## src/rtl/add8u_err_profiler.sv

```systemverilog
// add8u_err_profiler: exhaustive error characterisation of one approximate
// W-bit unsigned adder. Sweeps every (A, B) pair, compares the adder output
// against the exact sum and accumulates error count, error sum, worst-case
// error and squared-error sum.
module add8u_err_profiler #(
    parameter int W = 8
) (
    input  logic           clk,
    input  logic           rst_n,
    input  logic           start,
    output logic           busy,
    output logic           done,
    output logic [W-1:0]   op_a,
    output logic [W-1:0]   op_b,
    input  logic [W:0]     approx_sum,
    output logic [2*W:0]   err_count,
    output logic [3*W:0]   err_sum,
    output logic [W:0]     wce,
    output logic [4*W+1:0] sq_err_sum
);

    localparam logic [1:0] S_IDLE  = 2'd0;
    localparam logic [1:0] S_SWEEP = 2'd1;
    localparam logic [1:0] S_DRAIN = 2'd2;
    localparam logic [1:0] S_DONE  = 2'd3;

    logic [1:0]     r_state;
    logic [2*W-1:0] r_cnt;
    logic [W:0]     r_e_q;
    logic           r_v_q;
    logic [2*W:0]   r_err_count;
    logic [3*W:0]   r_err_sum;
    logic [W:0]     r_wce;
    logic [4*W+1:0] r_sq_err_sum;

    logic             w_accept;
    logic             w_last;
    logic [W:0]       w_exact;
    logic [W:0]       w_e;
    logic [2*W+1:0]   w_e_ext;
    logic [2*W+1:0]   w_e_sq;

    assign w_accept = (r_state == S_IDLE) && start;
    assign w_last   = (r_cnt == '1);

    // op_a is the fast index, op_b the slow one
    assign op_a = r_cnt[W-1:0];
    assign op_b = r_cnt[2*W-1:W];

    assign w_exact = {1'b0, op_a} + {1'b0, op_b};

    // Absolute error, ordered subtraction so no sign bit is needed
    assign w_e = (approx_sum >= w_exact) ? (approx_sum - w_exact)
                                         : (w_exact - approx_sum);

    // Max error 2^(W+1)-1, so its square fits in 2W+2 bits
    assign w_e_ext = {{(W+1){1'b0}}, r_e_q};
    assign w_e_sq  = w_e_ext * w_e_ext;

    assign busy       = (r_state == S_SWEEP) || (r_state == S_DRAIN);
    assign done       = (r_state == S_DONE);
    assign err_count  = r_err_count;
    assign err_sum    = r_err_sum;
    assign wce        = r_wce;
    assign sq_err_sum = r_sq_err_sum;

    // Control FSM: IDLE -> SWEEP -> DRAIN -> DONE -> IDLE
    always_ff @(posedge clk or negedge rst_n) begin
        if (!rst_n) begin
            r_state <= S_IDLE;
        end else begin
            case (r_state)
                S_IDLE:  if (start)  r_state <= S_SWEEP;
                S_SWEEP: if (w_last) r_state <= S_DRAIN;
                S_DRAIN: r_state <= S_DONE;
                S_DONE:  r_state <= S_IDLE;
                default: r_state <= S_IDLE;
            endcase
        end
    end

    // Pair counter; stops on all-ones so operands hold (max, max) after the sweep
    always_ff @(posedge clk or negedge rst_n) begin
        if (!rst_n) begin
            r_cnt <= '0;
        end else if (w_accept) begin
            r_cnt <= '0;
        end else if ((r_state == S_SWEEP) && !w_last) begin
            r_cnt <= r_cnt + 1'b1;
        end
    end

    // Stage 1: register the absolute error and its valid flag
    always_ff @(posedge clk or negedge rst_n) begin
        if (!rst_n) begin
            r_e_q <= '0;
            r_v_q <= 1'b0;
        end else begin
            r_e_q <= w_e;
            r_v_q <= (r_state == S_SWEEP);
        end
    end

    // Stage 2: accumulate statistics; cleared by an accepted start
    always_ff @(posedge clk or negedge rst_n) begin
        if (!rst_n) begin
            r_err_count  <= '0;
            r_err_sum    <= '0;
            r_wce        <= '0;
            r_sq_err_sum <= '0;
        end else if (w_accept) begin
            r_err_count  <= '0;
            r_err_sum    <= '0;
            r_wce        <= '0;
            r_sq_err_sum <= '0;
        end else if (r_v_q) begin
            r_err_count  <= r_err_count + {{(2*W){1'b0}}, |r_e_q};
            r_err_sum    <= r_err_sum + {{(2*W){1'b0}}, r_e_q};
            r_sq_err_sum <= r_sq_err_sum + {{(2*W){1'b0}}, w_e_sq};
            if (r_e_q > r_wce) begin
                r_wce <= r_e_q;
            end
        end
    end

endmodule

```

## config.mk

```make
export PLATFORM = sky130hd
export DESIGN_NAME = add8u_err_profiler
export DESIGN_NICKNAME = d
export VERILOG_FILES = /design/src/rtl/add8u_err_profiler.sv
export SDC_FILE = /design/constraint.sdc
export NUM_CORES = 1
export LEC_CHECK = 0
export CAP_MARGIN = 5
export CORE_UTILIZATION = 30
export DETAILED_ROUTE_END_ITERATION = 10
export DONT_BUFFER_PORTS = 1
export PLACE_DENSITY_LB_ADDON = 0.3
export SKIP_LAST_GASP = 1
export SYNTH_ARGS = -nofsm -noshare
export SYNTH_HDL_FRONTEND = slang
export SYNTH_SLANG_ARGS = --single-unit
```

## constraint.sdc

```tcl
create_clock -name clk -period 15.2 [get_ports clk]
set_input_delay 3.04 -clock clk [delete_from_list [all_inputs] [get_ports clk]]
set_output_delay 3.04 -clock clk [all_outputs]
set_load 0.01 [all_outputs]
```

==> results of run 1 <==
-- Yosys cell counts, types with 7 or more instances --
cell / n / share of area (%)
sky130_fd_sc_hd__nor3_1: 18 / 0.94
sky130_fd_sc_hd__clkbuf_1: 33 / 1.3
sky130_fd_sc_hd__nand2b_1: 11 / 0.71
sky130_fd_sc_hd__nand4_1: 26 / 1.7
sky130_fd_sc_hd__o21ai_0: 44 / 2.3
sky130_fd_sc_hd__fa_1: 49 / 10
sky130_fd_sc_hd__and2_1: 21 / 1.4
sky130_fd_sc_hd__dfrtp_1: 113 / 29
sky130_fd_sc_hd__and3_1: 12 / 0.78
sky130_fd_sc_hd__a21o_1: 11 / 0.86
sky130_fd_sc_hd__ha_1: 94 / 12
sky130_fd_sc_hd__xnor2_1: 38 / 3.5
sky130_fd_sc_hd__nand2_1: 77 / 3.0
sky130_fd_sc_hd__nor2_1: 117 / 4.6
sky130_fd_sc_hd__inv_1: 159 / 6.2
sky130_fd_sc_hd__mux2i_1: 38 / 3.9
sky130_fd_sc_hd__nand3_1: 33 / 1.7
sky130_fd_sc_hd__nor2b_1: 9 / 0.58
sky130_fd_sc_hd__a211oi_1: 10 / 0.78
sky130_fd_sc_hd__xor2_1: 36 / 3.3
sky130_fd_sc_hd__o211ai_1: 7 / 0.55
sky130_fd_sc_hd__a21oi_1: 54 / 2.8
-- area by class of cell --
class | count | area share (%)
clock buffers | 19 | 4.16
multi-input cells | 790 | 57.0
well taps | 402 | 4.73
flip-flops and latches | 113 | 26.6
repair buffers | 3 | 0.212
inverters | 159 | 5.61
clock inverters | 13 | 1.74
-- flip-flops by register name, summed over array words and instances, names as in the netlist --
name / flops
err_count: 17
err_sum: 25
r_cnt: 16
r_e_q: 9
r_state: 2
r_v_q: 1
sq_err_sum: 34
wce: 9
-- metrics by stage --
stage | cells | worst slack [ns] | instance area [sq um]
after floorplan | 1099 | 9.60 | 9630
after global placement | 1467 | 9.23 | 10000
after detailed placement | 1467 | 9.07 | 10000
after CTS | 1499 | 9.07 | 10600
after global routing | 1499 | 8.63 | 10600
final | 1499 | 9.08 | 10600
-- path summary, 6_finish.rpt --
path	start	to	slack, ns	depth (start not counted)
setup / recovery	r_e_q[6]	sq_err_sum[30]	9.08	20
hold / removal	r_state[1]	r_state[1]	0.58	1
setup reg to reg	r_e_q[6]	sq_err_sum[30]	9.08	20
hold reg to reg	r_state[1]	r_state[1]	0.58	1
max in group asynchronous	rst_n	err_count[0]	12.62	0
min in group asynchronous	rst_n	sq_err_sum[23]	2.31	0
-- cells by family (layout without fill, tap and decap cells) --
group | count (synthesis) | count (layout)
simple gates | 352 | 352
buf+inv | 196 | 194
compound gates | 180 | 180
fa+ha+maj | 143 | 143
flops | 113 | 113
xor+xnor | 74 | 74
mux | 41 | 41
-- routing by layer --
layer  part of all wire (%)  GRT usage (%)  vias up
li1                       -              -     3661
met5                      0              0        -
met3                    5.8           4.56       33
met4                    2.0           5.08        0
met2                     47           26.1      123
met1                     46           19.9     3628
==> run summary, run 1 <==
• **status** complete, no violations
• **gr ovfl total** 0
• **share of cells above drive strength 1** 4.65%
• **Vias** 7,445
• **max-slew headroom at the worst pin** 30.9%
• **Top cell by count, worst path** sky130_fd_sc_hd__inv_1
• **cells traversed along the worst timing path** inv_1 > nor2_1 > inv_1 > fa_1 > inv_1 > fa_1 > inv_1 > fa_1 > inv_1 > fa_1 > inv_1 > fa_1 > inv_1 > ha_1 > nand2_1 > o31ai_2 > nor2_2 > o311a_4 > or4_1 > a21oi_1
• **area taken by flip-flops and latches** 2830 sq um
• **sequential fraction of the synthesis area** 29.4%
• **die area** 32,800 sq um
• **Yosys reg bits** 113
• **post-synthesis async set-or-reset flop share** 100%
• **RD Place Congestion** 0.814
• **Hold Path Class** flop to flop
• **Layout Utilization** 33.7%
• **antenna violations before repair** 1
• **core box area** 31,600 sq um
• **synthesized instance count** 1,099
• **CP Max Fanout** 13
• **data arrival time of the worst path** 6.45 ns
• **Cell Rows** 65
• **slew at the pin with the worst max-slew slack** 1.04 ns
• **Warnings, synthesis** 0
• **Avg WL per Cell** 16.5 um
• **clock tree buffer depth** 2
• **max-cap viol count** 0
• **horizontal extent of the die** 181 um
• **Period minus WS final** 6.12 ns
• **data required time of the worst path** 15.54 ns
• **fill count** 3,283
• **period utilisation layout** 40.2%
• **XOR/XNOR share of the synthesized area** 6.73%
• **setup TNS** 0 ns
• **element type at the critical path start** flop
• **max-slew violation count** 0
• **total clock buffers created by CTS** 17
• **CP max stage cell** sky130_fd_sc_hd__dfrtp_1
• **number of distinct library cells after synthesis** 59
• **detailed-router iteration count before antenna repair** 4
• **CTS tree** done
• **top_reg_cell synth** sky130_fd_sc_hd__dfrtp_1
• **antenna diode instance count** 0
• **H-tree lvl count** 4
• **multiplexer area fraction after synthesis** 4.30%
• **adder and majority gate portion of the synthesized area** 22.4%
• **count of buffers from port buffering** 0
• **Largest stage delay, worst path** 0.62 ns
• **clk slew on worst S/H paths** 0.06 ns
• **Layout Area Growth over Synthesis** 10.5%
• **post-CTS sizing** 0
• **type of destination of the critical path** flop
• **clock tree sinks** 113
• **post-cts hold buffer count** 0
• **overall global routing resource usage** 15.9%
• **die extent in y** 181 um
• **drt drc** 0
• **worst path buffer plus inverter count** 7
• **via count of the first global-routing pass** 7,653
• **effective utilization at floorplan** 30.5%
• **synthesized-area fraction occupied by ao, oa, aoi and oai cells** 12.0%
• **area of the mapped netlist** 9630 sq um
• **final setup violation count** 0
• **max frequency** 164 MHz
• **count of routing violations after the opening detailed-route iteration** 332
• **largest net degree at the start of global routing** 114
• **DPL Wire Length** 18,300 um
• **average footprint of a synthesized cell** 8.76 sq um
• **final wirelength** 24,800 um
• **Root Buffer Master** sky130_fd_sc_hd__clkbuf_16
• **number of I/O pins** 115
• **most frequent cells in the layout** sky130_fd_sc_hd__inv_1, sky130_fd_sc_hd__nor2_1, sky130_fd_sc_hd__dfrtp_1
• **family with the most delay on the worst path** adder cells
• **Worst-Skew Late Latency** 0.42 ns
• **setup repair after global routing missed its margin** false
• **Post-synth EDFFs** 0
• **area used by multi-input combinational logic** 6060 sq um
• **most frequent standard cell in the layout excluding fill and tap cells** sky130_fd_sc_hd__inv_1
• **worst setup path class** flop to flop
• **post-route worst hold slack** 0.581 ns
• **Total Nets Final** 1,239
• **main combinational cell family by area after synthesis** adder cells
• **simple-gate share of the synthesized area** 17.4%
• **Setup Buffers After CTS** 0
• **net count after synthesis** 1,254
• **number of vias per cell after detailed routing** 4.97
• **final setup skew** 0.0135 ns
• **hold violation total from the final report** 0
• **first-pass GRT wire length** 41,000 um
• **count of antenna-violating nets left after detailed routing** 0
Power of run 1 is left out: the tool's default activity adds up to more than one toggle a clock period on the data nets, which glitch-free logic cannot reach.
==> run 2: changes to the inputs <==
==> constraint.sdc (replaced) <==
create_clock -name clk -period 5 [get_ports clk]
set_input_delay 1 -clock clk [delete_from_list [all_inputs] [get_ports clk]]
set_output_delay 1 -clock clk [all_outputs]
set_load 0.01 [all_outputs]
==> run 2 against run 1 <==
Against the previous run: the run now ends with setup timing left; critical path depth is 2 lower; sequential cell count is the same; design area grew 9.4%; sequential share of layout area is 2.2 points lower; critical path type unchanged; critical endpoint is now sq_err_sum[28]; largest cell class unchanged.
==> run summary, run 2 (synthesis gave the netlist of run 1 again) <==
• **share of cells above drive strength 1** 16.3%
• **most frequent standard cell in the layout excluding fill and tap cells** sky130_fd_sc_hd__inv_1
• **min setup slack post-route** -0.0364 ns
• **cells traversed along the worst timing path** nand2_4 > fa_1 > inv_1 > fa_1 > inv_1 > fa_1 > inv_1 > fa_1 > inv_2 > fa_1 > inv_2 > ha_4 > nand2_4 > o31ai_4 > nor2_4 > o311a_4 > or4_4 > a21oi_2
• **slew at the pin with the worst max-slew slack** 0.790 ns
• **count of routing violations after the opening detailed-route iteration** 309
• **overall global routing resource usage** 16.3%
• **antenna diode instance count** 0
• **count of buffers from port buffering** 0
• **CP Max Fanout** 8
• **H-tree lvl count** 4
• **area used by multi-input combinational logic** 6470 sq um
• **max-cap viol count** 0
• **Top cell by count, worst path** sky130_fd_sc_hd__fa_1
• **post-placement cell area** 10,600 sq um
• **Period minus WS final** 5.04 ns
• **drt drc** 0
• **data required time of the worst path** 5.35 ns
• **effective utilization at floorplan** 30.5%
• **core box area** 31,600 sq um
• **Layout Area Growth over Synthesis** 20.9%
• **max frequency** 199 MHz
• **CP max stage cell** sky130_fd_sc_hd__fa_1
• **most frequent cells in the layout** sky130_fd_sc_hd__inv_1, sky130_fd_sc_hd__nor2_1, sky130_fd_sc_hd__dfrtp_1
• **post-cts hold buffer count** 0
• **worst setup path class** flop to flop
• **die extent in y** 181 um
• **gr ovfl total** 0
• **Cell Rows** 65
• **element type at the critical path start** flop
• **post-route worst hold slack** 0.274 ns
• **number of vias per cell after detailed routing** 4.91
• **clock tree buffer depth** 2
• **fill count** 3,191
• **horizontal extent of the die** 181 um
• **final setup violation count** 4
• **area taken by flip-flops and latches** 2840 sq um
• **family with the most delay on the worst path** adder cells
• **setup repair after global routing missed its margin** true
• **violations in the final reports** setup timing
• **worst path buffer plus inverter count** 5
• **first-pass GRT wire length** 42,500 um
• **via count of the first global-routing pass** 7,859
• **worst setup slack after placement** -0.223 ns
• **Largest stage delay, worst path** 0.56 ns
• **max-slew violation count** 0
• **largest net degree at the start of global routing** 114
• **type of destination of the critical path** flop
• **RD Place Congestion** 0.832
• **total clock buffers created by CTS** 17
• **Hold Path Class** input port to asynchronous set/reset pin
• **clk slew on worst S/H paths** 0.06 ns
• **number of flip-flops under the largest register name** 34
• **DPL Wire Length** 19,300 um
• **die area** 32,800 sq um
• **final wirelength** 25,800 um
• **clock tree sinks** 113
• **count of antenna-violating nets left after detailed routing** 0
• **total non-filler cell area in the finished layout** 11,600 sq um
• **Vias** 7,753
• **final setup skew** 0.00922 ns
• **max-slew headroom at the worst pin** 47.3%
• **hold violation total from the final report** 0
• **Worst-Skew Late Latency** 0.43 ns
• **status** complete, but fails checks
• **data arrival time of the worst path** 5.39 ns
• **number of I/O pins** 115
• **detailed-router iteration count before antenna repair** 6
• **Avg WL per Cell** 16.3 um
• **Layout Utilization** 36.9%
• **period utilisation layout** 101%
• **Root Buffer Master** sky130_fd_sc_hd__clkbuf_16
• **antenna violations before repair** 0
• **CTS tree** done
• **Total Nets Final** 1,319
[run 2: cell types whose count changed in the layout (fill, tap and decap cells not counted), moves of 8 or more]
| cell | change |
|---|---|
| sky130_fd_sc_hd__o21ai_0 | -9 |
| sky130_fd_sc_hd__buf_4 | +76 |
| sky130_fd_sc_hd__ha_4 | +8 |
| sky130_fd_sc_hd__ha_1 | -9 |
| sky130_fd_sc_hd__a21oi_1 | -8 |
[run 2: final timing paths]
check	endpoint	start	slack [ns]	cells after the start
setup reg to reg	sq_err_sum[28]	r_e_q[2]	-0.04	18
setup / recovery	sq_err_sum[28]	r_e_q[2]	-0.04	18
max in group asynchronous	r_e_q[1]	rst_n	4.52	0
hold / removal	sq_err_sum[17]	rst_n	0.27	0
hold reg to reg	r_state[1]	r_state[1]	0.56	1
min in group clk	r_state[1]	r_state[1]	0.56	1
[run 2: area by class of cell]
type                            instances  area share [%]
Clock buffer                           18            3.77
Sequential cell                       113            24.3
Clock inverter                         14            1.35
Timing Repair Buffer                   83            5.48
Tap cell                              402            4.32
Multi-Input combinational cell        790            55.6
Inverter                              159            5.15
[run 2: stage by stage]
| stage | TNS, ns | instances |
|---|---|---|
| after global placement | -1.19 | 1528 |
| after floorplan | -0.0723 | 1099 |
| after global routing | -2.67 | 1579 |
| final | -0.0727 | 1579 |
| after detailed placement | -2.37 | 1528 |
| after CTS | -0.910 | 1572 |
[run 2: what timing repair did]
action / CTS / global route
setup endpoints to repair: 20 / 23
resized for setup: 45 / 33
pin swaps: 32 / 22
buffers inserted: 13 / 7
endpoints found under the hold margin: 0 / 0
[run 2: routing by layer]
layer  vias to the layer above  track usage, %  wire length (um)
li1                       3823               -                 -
met1                      3776            20.0             11300
met2                       129            27.4             12500
met3                        25            4.82              1580
met4                         0            5.05               435
met5                         -               0                 0
[run 2: worst reg2reg max path, cell delays in order (launching register included)]
cell and delay (ns):
sky130_fd_sc_hd__dfrtp_2 0.45, sky130_fd_sc_hd__nand2_4 0.08, sky130_fd_sc_hd__fa_1 0.56, sky130_fd_sc_hd__inv_1 0.06, sky130_fd_sc_hd__fa_1 0.48, sky130_fd_sc_hd__inv_1 0.05, sky130_fd_sc_hd__fa_1 0.47, sky130_fd_sc_hd__inv_1 0.05
sky130_fd_sc_hd__fa_1 0.48, sky130_fd_sc_hd__inv_2 0.04, sky130_fd_sc_hd__fa_1 0.51, sky130_fd_sc_hd__inv_2 0.05, sky130_fd_sc_hd__ha_4 0.27, sky130_fd_sc_hd__nand2_4 0.05, sky130_fd_sc_hd__o31ai_4 0.33, sky130_fd_sc_hd__nor2_4 0.06
sky130_fd_sc_hd__o311a_4 0.37, sky130_fd_sc_hd__or4_4 0.50, sky130_fd_sc_hd__a21oi_2 0.14
Power of run 2 is left out for the same reason.
==> run 3: changes to the inputs <==
--- a/config.mk
+++ b/config.mk
@@ -5,7 +5,7 @@
 export SDC_FILE = /design/constraint.sdc
 export NUM_CORES = 1
 export LEC_CHECK = 0
-export CAP_MARGIN = 5
+export CAP_MARGIN = 10
 export CORE_UTILIZATION = 30
 export DETAILED_ROUTE_END_ITERATION = 10
 export DONT_BUFFER_PORTS = 1
==> results of run 3 <==
No change in the layout: final DEF, timing and power equal those of run 2.
Power of run 3 is left out for the same reason.
==> patch: new RTL, config.mk and constraints of run 3 <==
Put a register stage on the outputs `busy` and `done`, cleared by the reset. The values now appear one clock later. The other outputs are not delayed to match.
--- a/src/rtl/add8u_err_profiler.sv
+++ b/src/rtl/add8u_err_profiler.sv
@@ -57,8 +57,15 @@
     assign w_e_ext = {{(W+1){1'b0}}, r_e_q};
     assign w_e_sq  = w_e_ext * w_e_ext;
 
-    assign busy       = (r_state == S_SWEEP) || (r_state == S_DRAIN);
-    assign done       = (r_state == S_DONE);
+    always_ff @(posedge clk or negedge rst_n) begin
+        if (!rst_n) begin
+            busy <= '0;
+            done <= '0;
+        end else begin
+            busy <= (r_state == S_SWEEP) || (r_state == S_DRAIN);
+            done <= (r_state == S_DONE);
+        end
+    end
     assign err_count  = r_err_count;
     assign err_sum    = r_err_sum;
     assign wce        = r_wce;
Check against the original RTL: not equivalent (Yosys sat finds a counterexample within 4 cycles, from zero or initial values and one cycle with rst_n low).
==> patch against run 3 <==
Setup slack better by 38 ps; sequential share of layout area is 0.19 points lower; cell area rose by 2.6%; count of clock-buffer cells in the layout up 5; synthesized area grew 4.7%; clock skew decreased by 0.53 ps; sequential cell count up 2; wire length up 3.9%.
Power is not shown: default switching activity piles up to over one toggle a cycle in this logic, so the estimate is an artifact.
==> patch: results (changes against run 3) <==
* Status: finished, final reports clean (was complete, but fails checks)
* Resize count post-CTS at 28 (was 45)
* Mean Syn Cell Area at 8.68 µm² (was 8.76 µm²)
* Share of cells above drive strength 1 at 15.1% (was 16.3%)
* Most frequent cells after synthesis: 149 x inv_1, 116 x nor2_1, 115 x dfrtp_1 (was 159 x inv_1, 117 x nor2_1, 113 x dfrtp_1)
* Dominant cells by area after synthesis: dfrtp_1 29%, ha_1 12%, fa_1 9.7%, inv_1 5.5%, nor2_1 4.3% (was dfrtp_1 29%, ha_1 12%, fa_1 10%, inv_1 6.2%, nor2_1 4.6%)
* Worst Skew at 8.70 ps (was 9.22 ps)
* Worst Tran Pin Value at 871 ps (was 790 ps)
* Post-layout util at 36.4% (was 36.9%)
* Placed instance area at 0.0109 mm² (was 0.0106 mm²)
* Routability cong. at 0.879 (was 0.832)
* HPWL Detailed at 19.8 mm (was 19.3 mm)
* Adder-Cell Fraction of Synth Area at 21.4% (was 22.4%)
* Post-Syn Nets at 1317 (was 1254)
* M3 GR Usage at 4.94% (was 4.82%)
* Largest net degree at the start of global routing at 116 (was 114)
* First-pass iteration count of the detailed router at 5 (was 6)
* Via/cell ratio at 5.04 (was 4.91)
* First-pass GRT wire length at 42.9 mm (was 42.5 mm)
* Worst-path fanout max at 5 (was 8)
* Dpl ws at -254 ps (was -223 ps)
* Sequential element share of the synthesized area at 28.5% (was 29.4%)
* Placed cells at 1613 (was 1528)
* Final nets at 1359 (was 1319)
* Yosys cell types at 72 (was 59)
* Synth Area in XOR/XNOR at 5.13% (was 6.73%)
* Drt total wl at 26.8 mm (was 25.8 mm)
* Mux share of post-synthesis cell area at 3.79% (was 4.30%)
* Arrival time at the worst endpoint at 5350 ps (was 5390 ps)
patch: path summary, 6_finish.rpt:
| check | start | endpoint | slack [ps] | cells after the start |
|---|---|---|---|---|
| max | r_e_q[1] | sq_err_sum[20] | 1 | 21 |
| min | rst_n | sq_err_sum[1] | 270 | 0 |
| max reg2reg | r_e_q[1] | sq_err_sum[20] | 1 | 21 |
| min reg2reg | r_state[1] | done | 570 | 1 |
| max in group asynchronous | rst_n | err_count[14] | 4560 | 0 |
| min in group clk | r_state[1] | done | 570 | 1 |
patch: final cells by class:
class	count	area share (%)
well taps	442	4.63
flip-flops and latches	115	24.2
clock buffers	23	4.00
multi-input cells	852	57.0
repair buffers	68	4.46
inverters	150	4.71
clock inverters	9	1.06
patch: per-layer routing:
layer / up-vias / routed length [µm]
met5: - / 0
met4: 0 / 324
met3: 31 / 1770
met2: 190 / 13000
met1: 4082 / 11700
li1: 4056 / -
